$ cat src/rtl/word_tx_17bit.sv
// Framed serial transmitter: start, 17 data bits MSB first, even parity, stop.
// Each bit is held for CLKS_PER_BIT clocks; every output comes straight from a flop.
module word_tx_17bit #(
    parameter int unsigned WIDTH        = 17,
    parameter int unsigned CLKS_PER_BIT = 4
) (
    input  logic             clk,
    input  logic             rst_n,
    input  logic [WIDTH-1:0] data_in,
    input  logic             load,
    output logic             ready,
    output logic             tx,
    output logic             busy,
    output logic             done
);

    localparam int unsigned CNT_W = 16;
    localparam int unsigned BIT_W = $clog2(WIDTH);
    localparam logic [CNT_W-1:0] BAUD_LAST = CNT_W'(CLKS_PER_BIT - 1);
    localparam logic [BIT_W-1:0] BIT_LAST  = BIT_W'(WIDTH - 1);

    typedef enum logic [2:0] {
        IDLE,
        START,
        DATA,
        PARITY,
        STOP
    } state_t;

    state_t             state_q, state_d;
    logic [WIDTH-1:0]   shift_q, shift_d;
    logic               par_q, par_d;
    logic [BIT_W-1:0]   bit_cnt_q, bit_cnt_d;
    logic [CNT_W-1:0]   baud_q, baud_d;
    logic               tx_q, tx_d;
    logic               done_q, done_d;
    logic               ready_q, ready_d;
    logic               busy_q, busy_d;
    logic               baud_last;

    // State and datapath registers; the whole frame is dropped on reset.
    always_ff @(posedge clk or negedge rst_n) begin
        if (!rst_n) begin
            state_q   <= IDLE;
            shift_q   <= '0;
            par_q     <= 1'b0;
            bit_cnt_q <= '0;
            baud_q    <= '0;
            tx_q      <= 1'b1;
            done_q    <= 1'b0;
            ready_q   <= 1'b1;
            busy_q    <= 1'b0;
        end else begin
            state_q   <= state_d;
            shift_q   <= shift_d;
            par_q     <= par_d;
            bit_cnt_q <= bit_cnt_d;
            baud_q    <= baud_d;
            tx_q      <= tx_d;
            done_q    <= done_d;
            ready_q   <= ready_d;
            busy_q    <= busy_d;
        end
    end

    // Next-state logic; outputs are decoded from the next state so each flop
    // shows the value belonging to the cycle it is entering.
    always_comb begin
        state_d   = state_q;
        shift_d   = shift_q;
        par_d     = par_q;
        bit_cnt_d = bit_cnt_q;
        baud_d    = baud_q;
        baud_last = (baud_q == BAUD_LAST);

        if (state_q != IDLE) begin
            baud_d = baud_last ? '0 : baud_q + CNT_W'(1);
        end

        case (state_q)
            IDLE: begin
                if (load) begin
                    shift_d = data_in;
                    par_d   = ^data_in;
                    baud_d  = '0;
                    state_d = START;
                end
            end
            START: begin
                if (baud_last) begin
                    state_d   = DATA;
                    bit_cnt_d = BIT_LAST;
                end
            end
            DATA: begin
                if (baud_last) begin
                    shift_d = shift_q << 1;
                    if (bit_cnt_q == '0) begin
                        state_d = PARITY;
                    end else begin
                        bit_cnt_d = bit_cnt_q - BIT_W'(1);
                    end
                end
            end
            PARITY: begin
                if (baud_last) begin
                    state_d = STOP;
                end
            end
            STOP: begin
                if (baud_last) begin
                    state_d = IDLE;
                end
            end
            default: begin
                state_d = IDLE;
            end
        endcase

        case (state_d)
            START:   tx_d = 1'b0;
            DATA:    tx_d = shift_d[WIDTH-1];
            PARITY:  tx_d = par_d;
            default: tx_d = 1'b1;
        endcase

        done_d  = (state_d == STOP) && (baud_d == BAUD_LAST);
        ready_d = (state_d == IDLE);
        busy_d  = (state_d != IDLE);
    end

    assign tx    = tx_q;
    assign done  = done_q;
    assign ready = ready_q;
    assign busy  = busy_q;

endmodule

$ cat config.mk
export PLATFORM = sky130hd
export DESIGN_NAME = word_tx_17bit
export DESIGN_NICKNAME = d
export VERILOG_FILES = /design/src/rtl/word_tx_17bit.sv
export SDC_FILE = /design/constraint.sdc
export NUM_CORES = 1
export LEC_CHECK = 0
export CAP_MARGIN = 20
export CORE_ASPECT_RATIO = 0.8
export CORE_MARGIN = 2
export CORE_UTILIZATION = 51
export DETAILED_ROUTE_END_ITERATION = 10
export GPL_TIMING_DRIVEN = 0
export PLACE_DENSITY = 0.86
export RECOVER_POWER = 25
export SETUP_SLACK_MARGIN = 0.1
export SLEW_MARGIN = 30
export SYNTH_ARGS = -nofsm -noshare
export SYNTH_HDL_FRONTEND = slang
export SYNTH_SLANG_ARGS = --single-unit
$ cat constraint.sdc
create_clock -name clk -period 2.04 [get_ports clk]
set_clock_uncertainty 0.1 [all_clocks]
set_input_delay 0.306 -clock clk [delete_from_list [all_inputs] [get_ports clk]]
set_output_delay 0.306 -clock clk [all_outputs]
set_load 0.03 [all_outputs]
Yosys cells after proc, flatten, opt, wreduce, memory -nomap -nowiden. Cells that the tools add are included.

Shifts and indexed selects: 0. Equality and inequality tests: 14. Reductions and logical operators: 11. Divide/modulo/power cells: 0. Multiplexer cells: 21. Multipliers: 0. $add $sub $neg: 2. Order comparisons: 0. Bitwise operators: 0.

Operators by type and width (count): 16-bit 2-to-1 mux (4); 17-bit 2-to-1 mux (2); 17-bit case mux with 2 select lines (1); 16-bit by 2-bit equality test with 1-bit output (second input constant) (2); 3-bit 2-to-1 mux (6); 17-bit XOR reduction (1); 16-bit by 1-bit adder with 16-bit output (second input constant) (1); 5-bit 2-to-1 mux (3); 3-bit case mux with 5 select lines (1); 3-bit by 2-bit equality test with 1-bit output (second input constant) (4); 5-bit case mux with 2 select lines (1); 2-bit inequality test (second input constant) (4); 3-bit by 1-bit equality test with 1-bit output (second input constant) (2); 3-bit equality test (second input constant) (2); 3-bit zero test (2); 3-bit nonzero test (2); 5-bit zero test (1); 5-bit by 1-bit subtractor with 5-bit output (second input constant) (1); 4-bit AND reduction (1); 2-bit nonzero test (2); 1-bit case mux with 3 select lines (1); 3-bit AND reduction (1); 1-bit 2-to-1 mux (2); 1-bit logical AND (1).

Output and inout port bits: 4. Bits in read-only memories: 0. Input bits: 20. Word-level logic and storage cells: 58. Flip-flop bits (word level): 46. Memories kept: 0. Bits in writable memories: 0. Bits in latches: 0.

Depth between registers and ports, before layout. Gate-level depths: netlist of run 1.

Word-level depth: 7. Depth in mapped cells: 8. Gate-level depth less buffers: 8.

Least setup slack after synthesis of run 1. Ideal clock, no wire load.

Path type: reg2reg. From: register baud_q[0]. To: register tx_q, in the netlist tx. Period minus slack after synthesis: 2252 ps. Stages on the path, launching flop included: 9. Path buffers: 1. Setup time: 82 ps. Data required time: 1858 ps. Data arrival time: 2070 ps. Path slack: -212 ps. Cells stage by stage: dfrtp_1 > ha_1 > nor4b_2 > and4_1 > buf_4 > a21oi_4 > a221o_1 > or3_1 > mux2_2.

Elaborated cells on any way between the ends: 12. Those cells by class: 4 x eq/ne; 8 x mux.

RTL lines: start: declaration (line 34) `logic [CNT_W-1:0] baud_q, baud_d;`; start signal: assignment (line 58) `baud_q <= baud_d;`; 16-bit by 2-bit equality test with 1-bit output (line 74) `baud_last = (baud_q == BAUD_LAST);`; 17-bit 2-to-1 mux (line 96) `if (baud_last) begin`; 17-bit case mux with 2 select lines (line 80) `case (state_q)`; via shift_d[16] (line 31) `logic [WIDTH-1:0] shift_q, shift_d;`; 1-bit case mux with 3 select lines (line 120) `case (state_d)`; via tx_d (line 35) `logic tx_q, tx_d;`; end signal: assignment (line 59) `tx_q <= tx_d;`; end: declaration (line 35).

The timed path passes the listed nets, and every way through them passes these cells. The select of a mux whose other input is x is not followed. A chain may end at the register's enable or synchronous reset.

Worst setup path in the final report of run 1.
From: register baud_q[0]. To: register done_q, in the netlist done.

Longest elaborated chain between the ends: 7. Elaborated cells on any way between the ends: 14. Those cells by class: 1 x add/sub; 3 x eq/ne; 9 x mux; 1 x reduce/logical.

Ends and longest elaborated chain: 16-bit by 1-bit adder with 16-bit output / 16-bit by 2-bit equality test with 1-bit output (equally long branches) (line 77, 74); 16-bit 2-to-1 mux (*) (line 77) `baud_d = baud_last ? '0 : baud_q + CNT_W'(1);`; 16-bit 2-to-1 mux (*) (line 76) `if (state_q != IDLE) begin`; 16-bit 2-to-1 mux (line 82) `if (load) begin`; 16-bit 2-to-1 mux (*) (line 80); via baud_d[12] (line 34); 16-bit by 2-bit equality test with 1-bit output (*) (line 127) `done_d = (state_d == STOP) && (baud_d == BAUD_LAST);`; 1-bit logical AND (*) (line 127); via done_d (line 36) `logic done_q, done_d;`; end signal: assignment (line 60) `done_q <= done_d;`; end: declaration (line 36).

The timed path passes the listed nets; every way through them passes the cells marked *.

==> key figures, run 1 <==
Route
  – Drt total wl: 7990 um
  – Vias/cell: 6.68
  – DRC: 0
  – DRT iter0 DRCs: 426
  – DR pass1 iterations: 5
  – Avg WL per Cell: 20.0 um
  – Routed Antenna Nets: 0
  – Via Count: 2665

STA
  – Final setup TNS: -2.65 ns
  – Fmax: 417 MHz
  – Final Cycle Share: 118%
  – Unrepaired setup endpoints after global routing: yes
  – Hold_ws: 0.407 ns
  – Count of final setup violators: 23
  – Slew Limit Fails: 0
  – Crit path setup slack, layout: -0.361 ns
  – Tightest Pin Transition: 1.15 ns
  – Fin crit period: 2.40 ns
  – Slew HR: 23.2%
  – Hold Violations, Final: 0

Setup path
  – Peak fanout along the critical path: 4
  – Register-to-register setup slack: -0.36 ns
  – Worst EP required: 2.18 ns
  – Worst R2R End: done$_DFF_PN0_
  – Most used cell along the critical path: buf_6
  – Crit-path max cell delay: 0.41 ns
  – WS Path Type: reg2reg
  – CP Buf/Inv Count: 2
  – Worst-path cell chain: ha_4 -> nor4b_4 -> nand4_1 -> buf_6 -> buf_6 -> a31oi_1 -> a31oi_4 -> nor4_4 -> and4_1
  – CP startpoint kind: register
  – CP delay by family, top: simple AND/OR/NAND/NOR gates
  – R2R depth: 9
  – Critical R2R Launch: baud_q[0]$_DFF_PN0_
  – CP max-delay cell: dfrtp_1
  – Worst setup EP type: register
  – Critical path arrival: 2.55 ns

Power and ir drop
  – Switching share of power: 41.0%
  – Psw: 1.59 mW
  – Max IR drop VDD: 0.673 mV
  – Design Power: 3.89 mW
  – Power per standard cell area: 1110 nW/um^2
  – Comb pwr share: 43.2%
  – Clock Power Share: 14.4%
  – Leakage: 1.53 nW
  – Share of power burned in registers: 42.3%
  – Int Pwr: 2.30 mW

Logic synthesis
  – Syn nets: 303
  – Synthesized cell area: 2560 um^2
  – Post-synth top flop: dfrtp_1
  – Post-synthesis cell count: 280
  – Sequential share of the synthesized area: 45.0%
  – Synth cell types: 45
  – Synthesized flop and latch total: 46
  – Ys async rst share: 100%
  – Avg Cell Area, Syn: 9.15 um^2
  – Yosys warnings: 0
  – EDFF count, synth: 0

Clocking
  – TritonCTS buffer count: 5
  – Root Buffer: clkbuf_8
  – Clock Latency Late Sink: 0.31 ns
  – Htree depth: 2
  – CTS tree: done
  – Clk pin slew, worst setup/hold paths: 0.10 ns
  – Clock tree sinks: 46
  – Clock Tree Buf Depth: 2

GRT
  – Vias in the first global route: 2350
  – Initial antenna violation count: 0
  – GR Overflow Total: 0
  – Largest net degree at the start of global routing: 47
  – Total Routing Usage GR: 25.7%
  – First-pass GRT wire length: 11400 um

Floorplan
  – Die height: 67.4 um
  – Total core area: 4920 um^2
  – Initial Util: 52.1%
  – Number of cell rows: 23
  – Die area: 5610 um^2
  – Num ports: 24
  – Die width: 83.3 um

Placement
  – Placement Setup Slack: -0.753 ns
  – Routability Congestion: 0.978
  – Placed cells: 365
  – Placed inst area: 2880 um^2
  – IO Port Bufs: 23
  – DP Wirelength: 4260 um

Hold path
  – HP Class: reg2reg
  – Worst Hold End: shift_q[11]$_DFFE_PN0P_
  – Worst hold path cell count: 2
  – Min-delay src: shift_q[11]$_DFFE_PN0P_

Layout
  – Share of post-route cells with drive strength above 1: 29.4%
  – Post-layout util: 71.5%
  – P&R area growth vs syn: 37.3%
  – N_diodes: 0
  – Final cell count without fillers: 399
  – Nets: 359
  – Post-route cell area: 3520 um^2

Outcome
  – Status: finished, violations left
  – Failing checks: setup timing

Flow run
  – Maxcap violations: 0
how the worst max path moves through the flow:
stage / startpoint / to / slack (ns) / cells past startpoint
3_3_place_gp: rst_n / shift_q[3]$_DFFE_PN0P_ / -0.74 / 1
5_1_grt: baud_q[8]$_DFF_PN0_ / done$_DFF_PN0_ / -0.43 / 8
4_1_cts: baud_q[0]$_DFF_PN0_ / tx$_DFF_PN1_ / -0.25 / 8
2_1_floorplan: baud_q[0]$_DFF_PN0_ / tx$_DFF_PN1_ / -0.18 / 8
6_report: baud_q[0]$_DFF_PN0_ / done$_DFF_PN0_ / -0.36 / 9
3_5_place_dp: baud_q[0]$_DFF_PN0_ / shift_q[14]$_DFFE_PN0P_ / -0.75 / 7
flip-flops by register name (all words and copies together) (netlist names):
| signal | cells |
|---|---|
| shift_q | 17 |
| state_q | 3 |
| bit_cnt_q | 5 |
| done | 1 |
| tx | 1 |
| busy | 1 |
| par_q | 1 |
| baud_q | 16 |
| ready | 1 |
power by group through the flow:
stage / sequential [mW] / clock (mW) / combinational [mW]
finish: 1.65 / 0.561 / 1.68
floorplan: 1.51 / 0 / 0.825
global route: 1.67 / 0.603 / 1.80
global placement: 1.56 / 0 / 1.07
detailed placement: 1.57 / 0 / 1.11
CTS: 1.58 / 0.563 / 1.35
tightest hold or removal path, stage by stage (launching register included):
cell and delay, ns:
dfrtp_1 0.37, nand2_1 0.05, nand2_1 0.06
area by class of cell:
cell class | instances | area (um^2)
fill | 299 | 1400
sequential | 46 | 1160
multi-input combinational | 212 | 1590
tap | 62 | 77.6
clock inverter | 1 | 7.51
clock buffer | 7 | 76.3
timing repair buffer | 51 | 463
inverter | 7 | 26.3
buffer | 13 | 115
cell usage in the layout, fill, tap and decap left out, types with 5 or more instances in the layout:
master           instances
a22oi_2                 15
clkbuf_8                 6
dfrtp_1                 37
nor2_1                  13
o21ai_0                 11
nand4_1                  9
and3_1                   7
nand2_1                 49
nand3_1                 10
clkdlybuf4s50_1         21
dfrtp_2                  7
inv_1                    7
buf_6                   12
and4_1                   5
xnor2_1                 13
buf_4                   22
a31oi_1                  7
xor2_1                   8
metal layers:
layer | track usage, % | vias to the layer above | part of all wire (%)
met5 | 0 | - | 0
met4 | 9.02 | 0 | 2.5
met3 | 6.23 | 30 | 11
met2 | 42.6 | 223 | 47
met1 | 33.5 | 1287 | 40
li1 | - | 1125 | -
repair_timing:
item	CTS	global route
gates resized for setup	49	37
hold endpoints to repair	44	0
pin swaps	38	29
cloned	1	0
buffers inserted	20	6
setup endpoints to repair	40	35
hold buffers	1	0
cells by family (layout without fill, tap and decap cells):
logic type	count (synthesis)	count (layout)	share of synthesized area [%]
buffers and inverters	22	79	4.10
multiplexers	4	4	1.61
XOR/XNOR	22	22	7.52
AND/OR/NAND/NOR	129	129	26.1
flip-flops	46	46	45.0
adder cells (fa/ha/maj)	3	3	1.46
AO/OA/AOI/OAI	54	54	14.2
synth_stat cells (2+ instances only):
cell | instances | area share [%]
and4_1 | 6 | 2.1
o21ai_0 | 15 | 2.9
xnor2_1 | 13 | 4.4
a22oi_1 | 15 | 4.4
o22ai_1 | 2 | 0.49
nor4_1 | 6 | 1.5
buf_2 | 3 | 0.59
nor2_1 | 13 | 1.9
or3_1 | 4 | 0.98
clkbuf_1 | 8 | 1.2
nand4_1 | 9 | 2.2
nand3_1 | 10 | 2.0
xor2_1 | 9 | 3.1
o31ai_1 | 2 | 0.59
nor3_1 | 5 | 0.98
buf_6 | 2 | 0.88
inv_1 | 7 | 1.0
a21oi_1 | 4 | 0.78
dfrtp_1 | 44 | 43
and3_1 | 8 | 2.0
mux2i_1 | 3 | 1.2
a31oi_1 | 8 | 2.0
nand2b_1 | 2 | 0.49
and2_1 | 4 | 0.98
ha_1 | 3 | 1.5
nand2_1 | 53 | 7.8
dfstp_2 | 2 | 2.1
or4_1 | 3 | 0.88
Note: power is estimated with default switching activity, not from simulation.
==> inputs of run 2 (changes only) <==
==> constraint.sdc (replaced) <==
create_clock -name clk -period 2.04 [get_ports clk]
set_clock_uncertainty 0.1 [all_clocks]
set_input_delay 0.408 -clock clk [delete_from_list [all_inputs] [get_ports clk]]
set_output_delay 0.408 -clock clk [all_outputs]
set_load 0.03 [all_outputs]
==> run 2 against run 1 <==
The flow still finishes with violations (setup timing). Critical path type unchanged. Combinational power is essentially flat. First-iteration DRC count decreased by 2.1%. Cell count down 0.25%.
==> key figures, run 2 (synthesis gave the netlist of run 1 again) <==
Floorplan
  – Num ports: 24 (unchanged)
  – Die area: 5610 um^2 (unchanged)
  – Number of cell rows: 23 (unchanged)
  – Die width: 83.3 um (unchanged)
  – Initial Util: 52.1% (unchanged)
  – Total core area: 4920 um^2 (unchanged)
  – Die height: 67.4 um (unchanged)

GRT
  – GR Overflow Total: 0 (unchanged)
  – Initial antenna violation count: 0 (unchanged)
  – Largest net degree at the start of global routing: 47 (unchanged)
  – Vias in the first global route: 2340 (-0.43%)
  – Total Routing Usage GR: 25.6% (-0.081 points)
  – First-pass GRT wire length: 11300 um (-0.36%)

Route
  – DRT iter0 DRCs: 417 (-2.1%)
  – Via Count: 2559 (-4.0%)
  – DRC: 0 (unchanged)
  – Wire length on met2: 3640 um (-2.9%)
  – Met3 Wirelength: 784 um (-11%)
  – M1 wire length: 3260 um (+2.9%)
  – DR pass1 iterations: 5 (unchanged)
  – Highest metal used: met4
  – Avg WL per Cell: 19.7 um (-1.8%)
  – Drt total wl: 7830 um (-2.1%)
  – Routed Antenna Nets: 0 (unchanged)
  – Vias/cell: 6.43 (-3.7%)

Flow run
  – Maxcap violations: 0 (unchanged)

STA
  – Tightest Pin Transition: 1.15 ns (+0.00188 ns)
  – Crit path setup slack, layout: -0.352 ns (+0.00856 ns)
  – Final setup TNS: -1.80 ns (+0.848 ns)
  – Unrepaired setup endpoints after global routing: yes
  – Fin crit period: 2.39 ns (-0.00856 ns)
  – Final Cycle Share: 117% (-0.42 points)
  – Slew Limit Fails: 0 (unchanged)
  – Hold Violations, Final: 0 (unchanged)
  – Fmax: 418 MHz (+0.36%)
  – Count of final setup violators: 12 (-48%)
  – Slew HR: 23.1% (-0.13 points)

Power and ir drop
  – Leakage: 1.52 nW (-0.56%)
  – Design Power: 3.88 mW (-0.10%)
  – Max IR drop VDD: 0.729 mV (+8.4%)
  – Power per standard cell area: 1110 nW/um^2 (about the same)

Clocking
  – Clock Tree Buf Depth: 2 (unchanged)
  – CTS tree: done
  – Clock Latency Late Sink: 0.30 ns (about the same)
  – Clock tree sinks: 46 (unchanged)
  – Clk pin slew, worst setup/hold paths: 0.10 ns (about the same)
  – Htree depth: 2 (unchanged)
  – TritonCTS buffer count: 5 (unchanged)
  – Root Buffer: clkbuf_8
  – CTS Hold Bufs: 0 (-1)

Layout
  – Nets: 358 (-0.28%)
  – Commonest non-fill, non-tap cell in the layout: nand2_1
  – Post-layout util: 71.4% (-0.10 points)
  – Largest regs: shift_q (17), baud_q (16), bit_cnt_q (5)
  – Most frequent cells in the layout: nand2_1, dfrtp_1, buf_4, clkdlybuf4s50_1, a22oi_2
  – Share of post-route cells with drive strength above 1: 29.8% (+0.39 points)
  – Layout fillers: 298 (-0.33%)
  – P&R area growth vs syn: 37.1%
  – N_diodes: 0 (unchanged)
  – Top reg by flops: shift_q
  – Max FFs per register: 17 (unchanged)

Setup path
  – Worst setup EP type: register
  – Peak fanout along the critical path: 8 (+4)
  – Worst R2R End: tx$_DFF_PN1_
  – Worst EP required: 2.16 ns (-0.02 ns)
  – CP max-delay cell: dfrtp_1
  – CP startpoint kind: register
  – CP startpoint: baud_q[0]$_DFF_PN0_
  – Register-to-register setup slack: -0.35 ns (about the same)
  – WS Path Type: reg2reg
  – Worst-path cell chain: ha_4 -> nor4b_4 -> and4_1 -> buf_6 -> a21oi_4 -> a221o_1 -> or3_1 -> mux2_2
  – R2R depth: 8 (-1)
  – Critical R2R Launch: baud_q[0]$_DFF_PN0_
  – Crit-path max cell delay: 0.41 ns (about the same)
  – Critical path arrival: 2.51 ns (-0.04 ns)

Placement
  – IO Port Bufs: 23 (unchanged)
  – DP Wirelength: 4260 um (unchanged)
  – Routability Congestion: 0.978 (unchanged)

Outcome
  – Failing checks: setup timing
  – Status: finished, violations left

Hold path
  – HP Class: in2async
## run 2: cell count changes in the layout (fill, tap and decap cells not counted), sizes merged
cell,before,now
dlygate4sd2,0,2
buf,36,35
clkbuf,12,13
clkdlybuf4s50,21,20
dlygate4sd3,1,0
dlymetal6s2s,1,0
## run 2: area by class of cell
type | count | area (um^2) | area share [%]
multi-input cells | 212 | 1600 | 45.5
flip-flops and latches | 46 | 1160 | 33.1
repair buffers | 50 | 448 | 12.7
plain buffers | 13 | 118 | 3.35
well taps | 62 | 77.6 | 2.21
clock buffers | 7 | 76.3 | 2.17
inverters | 7 | 26.3 | 0.748
clock inverters | 1 | 7.51 | 0.214
## run 2: metrics by stage
stage / instances / worst slack (ns) / hold slack (ns) / instance area [um^2]
global route: 398 / -0.408 / 0.318 / 3510
finish: 398 / -0.352 / 0.217 / 3510
floorplan: 280 / -0.180 / 0.0124 / 2580
CTS: 392 / -0.250 / 0.0330 / 3310
global placement: 365 / -0.840 / 0.359 / 2890
detailed placement: 365 / -0.753 / 0.355 / 2880
## run 2: what timing repair did
action,4_1_cts,5_1_grt
resized for setup,51,38
setup buffers,20,6
endpoints found under the hold margin,0,0
pin swaps,38,29
endpoints found under the setup margin,42,35
gates cloned,1,0
## run 2: layer usage
layer  vias to the layer above  global-route usage [%]
met3                        20                    6.23
met2                       192                    42.4
li1                       1120                       -
met4                         0                    9.02
met1                      1227                    33.5
met5                         -                       0
## run 2: worst max-delay path, delay by kind of cell (launching register included)
family	cells	cell delay [ns]
AND/OR/NAND/NOR	3	0.81
flip-flops	1	0.41
AO/OA/AOI/OAI	2	0.40
multiplexers	1	0.28
adder cells (fa/ha/maj)	1	0.15
buffers and inverters	1	0.15
## run 2: worst max-delay path by stage
| stage | cells after the start | to | slack (ns) |
|---|---|---|---|
| 2_1_floorplan | 8 | tx$_DFF_PN1_ | -0.18 |
| 3_3_place_gp | 1 | shift_q[3]$_DFFE_PN0P_ | -0.84 |
| 3_5_place_dp | 7 | shift_q[14]$_DFFE_PN0P_ | -0.75 |
| 4_1_cts | 8 | tx$_DFF_PN1_ | -0.25 |
| 5_1_grt | 7 | tx$_DFF_PN1_ | -0.41 |
| 6_report | 8 | tx$_DFF_PN1_ | -0.35 |
## run 2: power by group
| group | internal, mW | switching, mW |
|---|---|---|
| clock network | 0.243 | 0.322 |
| registers | 1.27 | 0.379 |
| logic | 0.779 | 0.894 |
==> inputs of run 3 (changes only) <==
Settings changed: SKIP_CTS_REPAIR_TIMING set to 1.
==> run 3 against run 2 <==
The run still ends with setup timing left. Die area is the same. Core utilization is 4.0 points lower. Via count decreased by 2.0%. Non-clock buffer count down 7. Hold slack better by 0.0093 ns. Combinational power down 13%.
==> key figures, run 3 (synthesis gave the netlist of run 1 again) <==
Outcome
  – Status: finished, violations left
  – Failing checks: setup timing

Setup path
  – Worst-path cell chain: nor4_2 -> nand4_1 -> buf_4 -> buf_4 -> a31oi_1 -> a31oi_2 -> nor4_2 -> and4_1
  – Critical path arrival: 2.64 ns (+0.13 ns)
  – CP startpoint kind: register
  – Register-to-register setup slack: -0.46 ns (-0.11 ns)
  – R2R depth: 8 (unchanged)
  – CP startpoint: baud_q[7]$_DFF_PN0_
  – WS Path Type: reg2reg
  – Critical R2R Launch: baud_q[7]$_DFF_PN0_
  – CP max-delay cell: dfrtp_1
  – Worst EP required: 2.18 ns (+0.02 ns)
  – Crit-path max cell delay: 0.45 ns (+0.04 ns)
  – Worst R2R End: done$_DFF_PN0_
  – Peak fanout along the critical path: 4 (-4)
  – Worst setup EP type: register
  – Critical Path End: done$_DFF_PN0_

Floorplan
  – Die height: 67.4 um (unchanged)
  – Die area: 5610 um^2 (unchanged)
  – Initial Util: 52.1% (unchanged)
  – Die width: 83.3 um (unchanged)
  – Number of cell rows: 23 (unchanged)
  – Total core area: 4920 um^2 (unchanged)
  – Num ports: 24 (unchanged)

Layout
  – Largest regs: shift_q (17), baud_q (16), bit_cnt_q (5)
  – P&R area growth vs syn: 29.4%
  – Post-route cell area: 3320 um^2 (-5.6%)
  – Commonest non-fill, non-tap cell in the layout: nand2_1
  – Top reg by flops: shift_q
  – Max FFs per register: 17 (unchanged)
  – N_diodes: 0 (unchanged)
  – Nets: 351 (-2.0%)
  – Layout fillers: 346 (+16%)
  – Area of the multi-input gates: 1480 um^2 (-7.1%)
  – Sequential standard cell area: 1160 um^2 (-0.22%)
  – Most frequent cells in the layout: nand2_1, dfrtp_1, clkdlybuf4s50_1, buf_4, a22oi_2
  – Share of post-route cells with drive strength above 1: 24.9% (-4.8 points)

STA
  – Fmax: 400 MHz (-4.3%)
  – Tightest Pin Transition: 1.16 ns (+0.0108 ns)
  – Count of final setup violators: 17 (+5)
  – Unrepaired setup endpoints after global routing: yes
  – Crit path setup slack, layout: -0.460 ns (-0.108 ns)
  – Slew Limit Fails: 0 (unchanged)
  – Fin crit period: 2.50 ns (+0.108 ns)
  – Final Cycle Share: 123% (+5.3 points)
  – Hold Violations, Final: 0 (unchanged)
  – Slew HR: 22.4% (-0.72 points)

Route
  – DRC: 0 (unchanged)
  – Routed Antenna Nets: 0 (unchanged)
  – DR pass1 iterations: 5 (unchanged)
  – DRT iter0 DRCs: 373 (-11%)
  – Drt total wl: 7220 um (-7.7%)
  – Avg WL per Cell: 18.5 um (-6.1%)
  – Via Count: 2509 (-2.0%)
  – Vias/cell: 6.42 (-0.20%)

Flow run
  – Maxcap violations: 0 (unchanged)

Power and ir drop
  – Share of power burned in registers: 44.8% (+2.4 points)
  – Clock Power Share: 15.3% (+0.7 points)
  – Design Power: 3.62 mW (-6.8%)
  – Comb pwr share: 40.0% (-3.0 points)
  – Psw: 1.46 mW (-8.6%)
  – Leakage: 1.48 nW (-2.7%)
  – Int Pwr: 2.16 mW (-5.5%)
  – Max IR drop VDD: 0.681 mV (-6.6%)
  – Power per standard cell area: 1090 nW/um^2 (-1.3%)
  – Switching share of power: 40.2% (-0.82 points)

Clocking
  – Root Buffer: clkbuf_8
  – TritonCTS buffer count: 5 (unchanged)
  – Clock Tree Buf Depth: 2 (unchanged)
  – Clock tree sinks: 46 (unchanged)
  – Htree depth: 2 (unchanged)
  – CTS tree: done
  – Clock Latency Late Sink: 0.30 ns (about the same)
  – Clk pin slew, worst setup/hold paths: 0.09 ns (about the same)

GRT
  – Largest net degree at the start of global routing: 47 (unchanged)
  – GR Overflow Total: 0 (unchanged)
  – Total Routing Usage GR: 22.1% (-3.6 points)
  – First-pass GRT wire length: 9690 um (-14%)
  – Initial antenna violation count: 0 (unchanged)
  – Vias in the first global route: 2017 (-14%)

Hold path
  – HP Class: in2async

Placement
  – Placement Setup Slack: -0.753 ns (unchanged)
  – Placed inst area: 2880 um^2 (unchanged)
  – Routability Congestion: 0.978 (unchanged)
  – DP Wirelength: 4260 um (unchanged)
  – IO Port Bufs: 23 (unchanged)
run 3: critical path, delay by kind of cell (launching register included):
kind                   cells  cell delay, ns
and+or+nand+nor            4            1.19
DFF                        1            0.45
buffers and inverters      2            0.33
AOI/OAI and AO/OA          2            0.34
run 3: per-layer routing:
metal / GRT usage, % / part of all wire, %
met5: 0 / 0
met2: 34.3 / 48
met1: 31.3 / 41
met4: 6.35 / 1.4
met3: 5.01 / 9.5
run 3: worst min path at each step:
stage	start	endpoint	slack, ns	depth (start not counted)
floorplan	rst_n	baud_q[0]$_DFF_PN0_	0.01	0
global placement	shift_q[9]$_DFFE_PN0P_	shift_q[9]$_DFFE_PN0P_	0.36	2
detailed placement	rst_n	bit_cnt_q[3]$_DFFE_PN0P_	0.36	1
CTS	rst_n	shift_q[8]$_DFFE_PN0P_	0.03	1
global route	rst_n	shift_q[11]$_DFFE_PN0P_	0.33	1
finish	rst_n	shift_q[11]$_DFFE_PN0P_	0.23	1
run 3: cell type report:
class                           instances  area share (%)
Clock inverter                          1           0.226
Buffer                                 13            3.02
Inverter                                7           0.792
Clock buffer                            7            2.30
Tap cell                               62            2.34
Sequential cell                        46            35.0
Timing Repair Buffer                   43            11.6
Multi-Input combinational cell        212            44.7
run 3: stage by stage:
stage / util [%] / setup TNS [ns] / cells / hold slack, ns
3_5_place_dp: 58.6 / -15.78 / 365 / 0.355
5_1_grt: 67.4 / -3.63 / 391 / 0.330
4_1_cts: 60.3 / -13.57 / 373 / 0.0330
3_3_place_gp: 58.6 / -52.03 / 365 / 0.359
6_report: 67.4 / -1.52 / 391 / 0.226
2_1_floorplan: - / -1.50 / 280 / 0.0124
run 3: power by group through the flow:
stage	sequential, mW	clock (mW)	combinational, mW
floorplan	1.51	0	0.825
global placement	1.56	0	1.07
detailed placement	1.57	0	1.11
CTS	1.56	0.563	1.12
global route	1.65	0.598	1.55
finish	1.62	0.554	1.45
